--- config.mk ---
export PLATFORM = sky130hd
export DESIGN_NAME = echo_ctrl_flat
export DESIGN_NICKNAME = d
export VERILOG_FILES = /design/src/rtl/echo_ctrl_pkg.sv /design/src/rtl/echo_ctrl_if.sv /design/src/rtl/echo_step_tracker.sv /design/src/rtl/echo_ctrl.sv /design/src/flat_wrapper.sv
export SDC_FILE = /design/constraint.sdc
export NUM_CORES = 1
export LEC_CHECK = 0
export CORE_AREA = 2 2 62 64
export CTS_CLUSTER_SIZE = 40
export DETAILED_ROUTE_END_ITERATION = 10
export DIE_AREA = 0 0 64 66
export PLACE_DENSITY_LB_ADDON = 0.15
export SKIP_CTS_REPAIR_TIMING = 1
export SLEW_MARGIN = 0
export SYNTH_ARGS = -nofsm -noshare
export SYNTH_HDL_FRONTEND = slang
export SYNTH_HIERARCHICAL = 1
export SYNTH_SLANG_ARGS = --single-unit
--- constraint.sdc ---
create_clock -name clk -period 1.3 [get_ports clk]
set_input_delay 0.13 -clock clk [delete_from_list [all_inputs] [get_ports clk]]
set_output_delay 0.13 -clock clk [all_outputs]
set_load 0.01 [all_outputs]
--- src/rtl/echo_ctrl_pkg.sv ---
// echo_ctrl_pkg: shared FSM encoding, default parameters and sample width for echo_ctrl
package echo_ctrl_pkg;
  typedef enum logic [1:0] {IDLE, GAP, ISSUE} state_t;
  localparam int NUM_D_DEF = 4;
  localparam int NUM_H_DEF = 4;
  localparam int GAP_DEF = 2;
  localparam int SAMPLE_W = 16;
endpackage

--- src/rtl/echo_ctrl_if.sv ---
// echo_ctrl_if: sample stream, target load and echo step handshake; pulse_cnt exists only with ECHO_CTRL_STATS_EN
interface echo_ctrl_if #(parameter int IDX_W = 2);
  import echo_ctrl_pkg::*;
  logic sample_valid;
  logic [SAMPLE_W-1:0] sample_in;
  logic tgt_load;
  logic [IDX_W-1:0] tgt_d;
  logic [IDX_W-1:0] tgt_h;
  logic [SAMPLE_W-1:0] echo_sample;
  logic echo_in_ready;
  logic next_D;
  logic next_H;
  logic echo_out_ready;
  logic [IDX_W-1:0] cur_d;
  logic [IDX_W-1:0] cur_h;
  logic busy;
`ifdef ECHO_CTRL_STATS_EN
  logic [15:0] pulse_cnt;
`endif
  modport master (
    output sample_valid, sample_in, tgt_load, tgt_d, tgt_h, echo_out_ready,
    input echo_sample, echo_in_ready, next_D, next_H, cur_d, cur_h, busy
`ifdef ECHO_CTRL_STATS_EN
    , input pulse_cnt
`endif
  );
  modport slave (
    input sample_valid, sample_in, tgt_load, tgt_d, tgt_h, echo_out_ready,
    output echo_sample, echo_in_ready, next_D, next_H, cur_d, cur_h, busy
`ifdef ECHO_CTRL_STATS_EN
    , output pulse_cnt
`endif
  );
endinterface

--- src/rtl/echo_step_tracker.sv ---
// echo_step_tracker: clamped target plus shadow index that steps forward with wrap at N
module echo_step_tracker #(
  parameter int N = 4,
  parameter int W = 2
) (
  input  logic clk,
  input  logic reset,
  input  logic load,
  input  logic step,
  input  logic [W-1:0] tgt,
  output logic [W-1:0] cur,
  output logic pend
);
  localparam logic [W-1:0] TOP = W'(N - 1);
  logic [W-1:0] target;
  assign pend = cur != target;
  always_ff @(posedge clk)
    if (reset) begin
      cur <= '0;
      target <= '0;
    end else begin
      if (load) target <= tgt > TOP ? TOP : tgt;
      if (step) cur <= cur == TOP ? '0 : cur + 1'b1;
    end
endmodule

--- src/rtl/echo_ctrl.sv ---
// echo_ctrl: steps the echo's delay/decay toward absolute targets in the quiet gap after a sample.
// Optional ECHO_CTRL_STATS_EN adds a saturating pulse_cnt output.
module echo_ctrl
  import echo_ctrl_pkg::*;
#(
  parameter int NUM_D = NUM_D_DEF,
  parameter int NUM_H = NUM_H_DEF,
  parameter int IDX_W = 2,
  parameter int GAP_CYCLES = GAP_DEF
) (
  input logic clk,
  input logic reset,
  echo_ctrl_if.slave bus
);
  state_t state;
  logic [3:0] cnt;
  logic pend_d, pend_h, issue_ok, step_d, step_h;
  // a sample arriving in the ISSUE cycle cancels the pulse, so pulses never overlap echo_in_ready
  assign issue_ok = state == ISSUE && !bus.sample_valid;
  assign step_d = issue_ok && pend_d;
  assign step_h = issue_ok && !pend_d && pend_h;
  echo_step_tracker #(.N(NUM_D), .W(IDX_W)) u_d (
    .clk, .reset, .load(bus.tgt_load), .step(step_d), .tgt(bus.tgt_d), .cur(bus.cur_d), .pend(pend_d)
  );
  echo_step_tracker #(.N(NUM_H), .W(IDX_W)) u_h (
    .clk, .reset, .load(bus.tgt_load), .step(step_h), .tgt(bus.tgt_h), .cur(bus.cur_h), .pend(pend_h)
  );
  always_ff @(posedge clk)
    if (reset) begin
      state <= IDLE;
      cnt <= '0;
      bus.next_D <= 1'b0;
      bus.next_H <= 1'b0;
      bus.echo_in_ready <= 1'b0;
      bus.echo_sample <= '0;
      bus.busy <= 1'b0;
    end else begin
      bus.echo_in_ready <= bus.sample_valid;
      if (bus.sample_valid) bus.echo_sample <= bus.sample_in;
      bus.busy <= pend_d | pend_h;
      bus.next_D <= step_d;
      bus.next_H <= step_h;
      case (state)
        IDLE: if (bus.echo_out_ready && (pend_d || pend_h)) begin
          cnt <= 4'(GAP_CYCLES);
          state <= GAP;
        end
        GAP: begin
          cnt <= cnt - 1'b1;
          state <= bus.sample_valid ? IDLE : cnt == 4'd1 ? ISSUE : GAP;
        end
        default: state <= IDLE;
      endcase
    end
`ifdef ECHO_CTRL_STATS_EN
  always_ff @(posedge clk)
    if (reset) bus.pulse_cnt <= '0;
    else if ((bus.next_D || bus.next_H) && bus.pulse_cnt != 16'hFFFF) bus.pulse_cnt <= bus.pulse_cnt + 1'b1;
`endif
endmodule

--- src/flat_wrapper.sv ---
// flat-port wrapper written by rule: the top's interface ports become plain ports
module echo_ctrl_flat import echo_ctrl_pkg::*;
#(
  parameter int NUM_D = NUM_D_DEF,
  parameter int NUM_H = NUM_H_DEF,
  parameter int IDX_W = 2,
  parameter int GAP_CYCLES = GAP_DEF
)
  (clk, reset, bus_sample_valid, bus_sample_in, bus_tgt_load, bus_tgt_d, bus_tgt_h, bus_echo_out_ready, bus_echo_sample, bus_echo_in_ready, bus_next_D, bus_next_H, bus_cur_d, bus_cur_h, bus_busy);
  echo_ctrl_if #(.IDX_W(IDX_W)) bus_i ();
  input logic clk;
  input logic reset;
  input wire logic [$bits(bus_i.sample_valid)-1:0] bus_sample_valid;
  input wire logic [$bits(bus_i.sample_in)-1:0] bus_sample_in;
  input wire logic [$bits(bus_i.tgt_load)-1:0] bus_tgt_load;
  input wire logic [$bits(bus_i.tgt_d)-1:0] bus_tgt_d;
  input wire logic [$bits(bus_i.tgt_h)-1:0] bus_tgt_h;
  input wire logic [$bits(bus_i.echo_out_ready)-1:0] bus_echo_out_ready;
  output wire logic [$bits(bus_i.echo_sample)-1:0] bus_echo_sample;
  output wire logic [$bits(bus_i.echo_in_ready)-1:0] bus_echo_in_ready;
  output wire logic [$bits(bus_i.next_D)-1:0] bus_next_D;
  output wire logic [$bits(bus_i.next_H)-1:0] bus_next_H;
  output wire logic [$bits(bus_i.cur_d)-1:0] bus_cur_d;
  output wire logic [$bits(bus_i.cur_h)-1:0] bus_cur_h;
  output wire logic [$bits(bus_i.busy)-1:0] bus_busy;
  assign bus_i.sample_valid = bus_sample_valid;
  assign bus_i.sample_in = bus_sample_in;
  assign bus_i.tgt_load = bus_tgt_load;
  assign bus_i.tgt_d = bus_tgt_d;
  assign bus_i.tgt_h = bus_tgt_h;
  assign bus_i.echo_out_ready = bus_echo_out_ready;
  assign bus_echo_sample = bus_i.echo_sample;
  assign bus_echo_in_ready = bus_i.echo_in_ready;
  assign bus_next_D = bus_i.next_D;
  assign bus_next_H = bus_i.next_H;
  assign bus_cur_d = bus_i.cur_d;
  assign bus_cur_h = bus_i.cur_h;
  assign bus_busy = bus_i.busy;
  echo_ctrl #(.NUM_D(NUM_D), .NUM_H(NUM_H), .IDX_W(IDX_W), .GAP_CYCLES(GAP_CYCLES)) u_core (.clk(clk), .reset(reset), .bus(bus_i));
endmodule
==> results <==
## critical path, cell delays in order, from the launching register on
cell     delay [ns]
dfxtp_1        0.34
xnor2_1        0.18
nand2_2        0.10
and3b_1        0.24
or3b_4         0.38
a21oi_2        0.11
## flip-flops by register name (all words and copies together) (netlist names)
| register | flops |
|---|---|
| u_core/u_h/cur | 2 |
| u_core/u_h/target | 2 |
| u_core/bus.echo_sample | 16 |
| u_core/state | 2 |
| u_core/u_d/target | 2 |
| u_core/bus.next_D | 1 |
| u_core/u_d/cur | 2 |
| u_core/bus.busy | 1 |
| u_core/bus.next_H | 1 |
| u_core/bus.echo_in_ready | 1 |
| u_core/cnt | 4 |
## through the flow
| stage | TNS (ns) | instances | utilization | setup slack [ns] | instance area, um2 |
|---|---|---|---|---|---|
| 2_1_floorplan | -0.0339 | 132 | - | -0.0339 | 1360 |
| 3_3_place_gp | -1.51 | 236 | 0.555 | -0.257 | 1970 |
| 3_5_place_dp | -1.88 | 236 | 0.555 | -0.291 | 1970 |
| 4_1_cts | -2.51 | 244 | 0.586 | -0.189 | 2080 |
| 5_1_grt | -0.787 | 245 | 0.617 | -0.190 | 2190 |
| 6_report | -0.355 | 245 | 0.617 | -0.118 | 2190 |
## layer usage
layer,global-route usage,wire [um],part of all wire
met1,0.156,1220,0.40
met2,0.283,1560,0.52
met3,0.0579,206,0.068
met4,0.0842,29,0.0096
met5,0,0,0
## final timing paths
check,to,slack (ns),cells after the start
max,u_core/u_h/cur[0]$_SDFFE_PP0P_,-0.12,5
min,u_core/bus.echo_sample[15]$_SDFFE_PP0P_,0.41,3
max reg2reg,u_core/u_h/cur[0]$_SDFFE_PP0P_,-0.12,5
min reg2reg,u_core/bus.echo_sample[5]$_SDFFE_PP0P_,0.50,2
## layout by cell type (no fill, tap or decap), types with 2 or more instances in the layout
master,instances
dfxtp_2,4
xnor2_1,3
clkbuf_4,5
nor3_1,3
nand2_1,3
dlymetal6s2s_1,24
ha_1,4
nor2_1,26
nor2b_1,3
inv_1,4
nand2b_1,3
dfxtp_1,28
dfxtp_4,2
buf_4,14
and3_1,2
clkdlybuf4s50_1,24
mux2i_1,22
bufinv_16,2
## layout make-up
cell class | count | area, um2 | share of cell area
clock buffers | 6 | 51.3 | 0.0234
inverters | 4 | 15.0 | 0.00685
well taps | 48 | 60.1 | 0.0274
flip-flops and latches | 34 | 693 | 0.316
multi-input cells | 89 | 666 | 0.304
clock inverters | 2 | 60.1 | 0.0274
repair buffers | 62 | 646 | 0.295
## power breakdown
part	leakage, nW	internal, mW	switching [mW]	total [mW]
combinational	0.956	0.218	0.158	0.376
clock	0.0585	0.652	0.345	0.996
sequential	0.283	1.10	0.0363	1.13
total	1.30	1.97	0.539	2.50
## cells by family (layout without fill, tap and decap cells)
group	Yosys count	after routing	synth area share
flip-flops	34	34	0.507
AO/OA/AOI/OAI	9	9	0.0531
adder cells (fa/ha/maj)	4	4	0.0372
AND/OR/NAND/NOR	49	49	0.174
XOR/XNOR	4	4	0.0261
buffers and inverters	9	74	0.0307
multiplexers	23	23	0.172
==> metrics.md <==
| Metric | Value |
|---|---|
| Post-Syn Area | 1340 um2 |
| Die Area | 4220 um2 |
| DRT antenna net count | 0 |
| Total track usage | 0.157 |
| Post-synth EDFFs | 0 |
| Req. time, crit path | about 1.6 ns |
| Main area contributors after synthesis | dfxtp_1 51%, mux2i_1 16%, nor2_1 7.5% |
| Failing checks | negative setup slack |
| Synth Flop Type | dfxtp_1 |
| Largest net degree at the start of global routing | 22 |
| Hold Crit Start | bus_sample_in[15] |
| Area growth, synth to finish | 63.0% |
| Initial antenna violation count | 0 |
| Critical path data arrival time | between 1.5 and 2 ns |
| Antenna cell count | 0 |
| Row count | 22 |
| Layout fillers | 290 |
| Global-route wire length before repair | 5030 um |
| CTS Root Cell | clkbuf_4 |
| Maximum fanout along the worst path | 4 |
| Ys Warns | 6 |
| Crit Path Class | reg2reg |
| WL/cell | 12.3 um |
| Fmax | 705 MHz |
| Pwr Total | 2.50 mW |
| Die height | 66 um |
| Synth Instances | 132 |
| # clock sinks | 34 |
| FFs w/ async S/R, synth | 0 |
| GR Overflow Total | 0 |
| Register area share after synthesis | 0.507 |
| I/O pin count | 49 |
| Top-count cell post-synth | dfxtp_1 |
| Post-synth top area share | 0.507 |
| Startpoint types | flop |
| Num CTS Buffers | 5 |
| Via/cell ratio | between 4 and 5 |
| Max rail drop VDD | 0.000674 V |
| Status | finished with violations |
| Crit. End Element | flop |
| Core area | ~3600 um2 |
| Final min period | 1.42 ns |
| Netlist cell types | 27 |
| # port buffers | 48 |
| Worst-path clk slew | 0.10 ns |
| Final wirelength | 3010 um |
| DRC viols | 0 |
| DP HPWL | approximately 2300 um |
| NumNets Final | 225 |
| Worst R2R Start | u_core/u_d/target[0]$_SDFFE_PP0P_ |
| Hold Fails Final Rpt | 0 |
| Chip Width | 64 um |
| Final setup margin | -0.118 ns |
| Hold Path Class | in2reg |
| PD cells | 1140 nW/um2 |
| Crit. Startpoint | u_core/u_d/target[0]$_SDFFE_PP0P_ |
| DRT Pass-1 Iters | 4 |
| Number of global-route vias before repair | roughly 1200 |
| Max Slew Vio Count | 0 |
| Final worst path period share | 1.09 |
| Gp weighted congestion | 0.832 |
| Avg Inst Size Synth | 10.2 um2 |
| Leakage power | 1.30 nW |
| Starting Density | 0.378 |
| Unrepaired setup endpoints after global routing | true |
| Hold_ws | a little over 0.4 ns |
| Rel. slew slack | 0.796 |
| Clk_lat worst skew | 0.33 ns |
| Fraction of layout cells with a size suffix above 1 | 0.198 |
| Largest area contributor in the netlist | dfxtp_1 |
| Setup Viol. Count Final | 7 |
| Drt initial violations | 47 |
| Max-cap viol count | 0 |
| Least-Margin Pin Slew | 0.306 ns |
| Register bit total from synthesis | 34 |
| Max clock buf depth | 2 |
| H-Tree Depth | 2 |
| CTS tree | done |
| Syn nets | around 160 |
| Vias | 1132 |
| Clock Skew | between 0.006 and 0.007 ns |
| Most frequent cells after synthesis | 34 x dfxtp_1, 27 x nor2_1, 22 x mux2i_1 |
No activity file was read; power rests on OpenSTA's default activity.
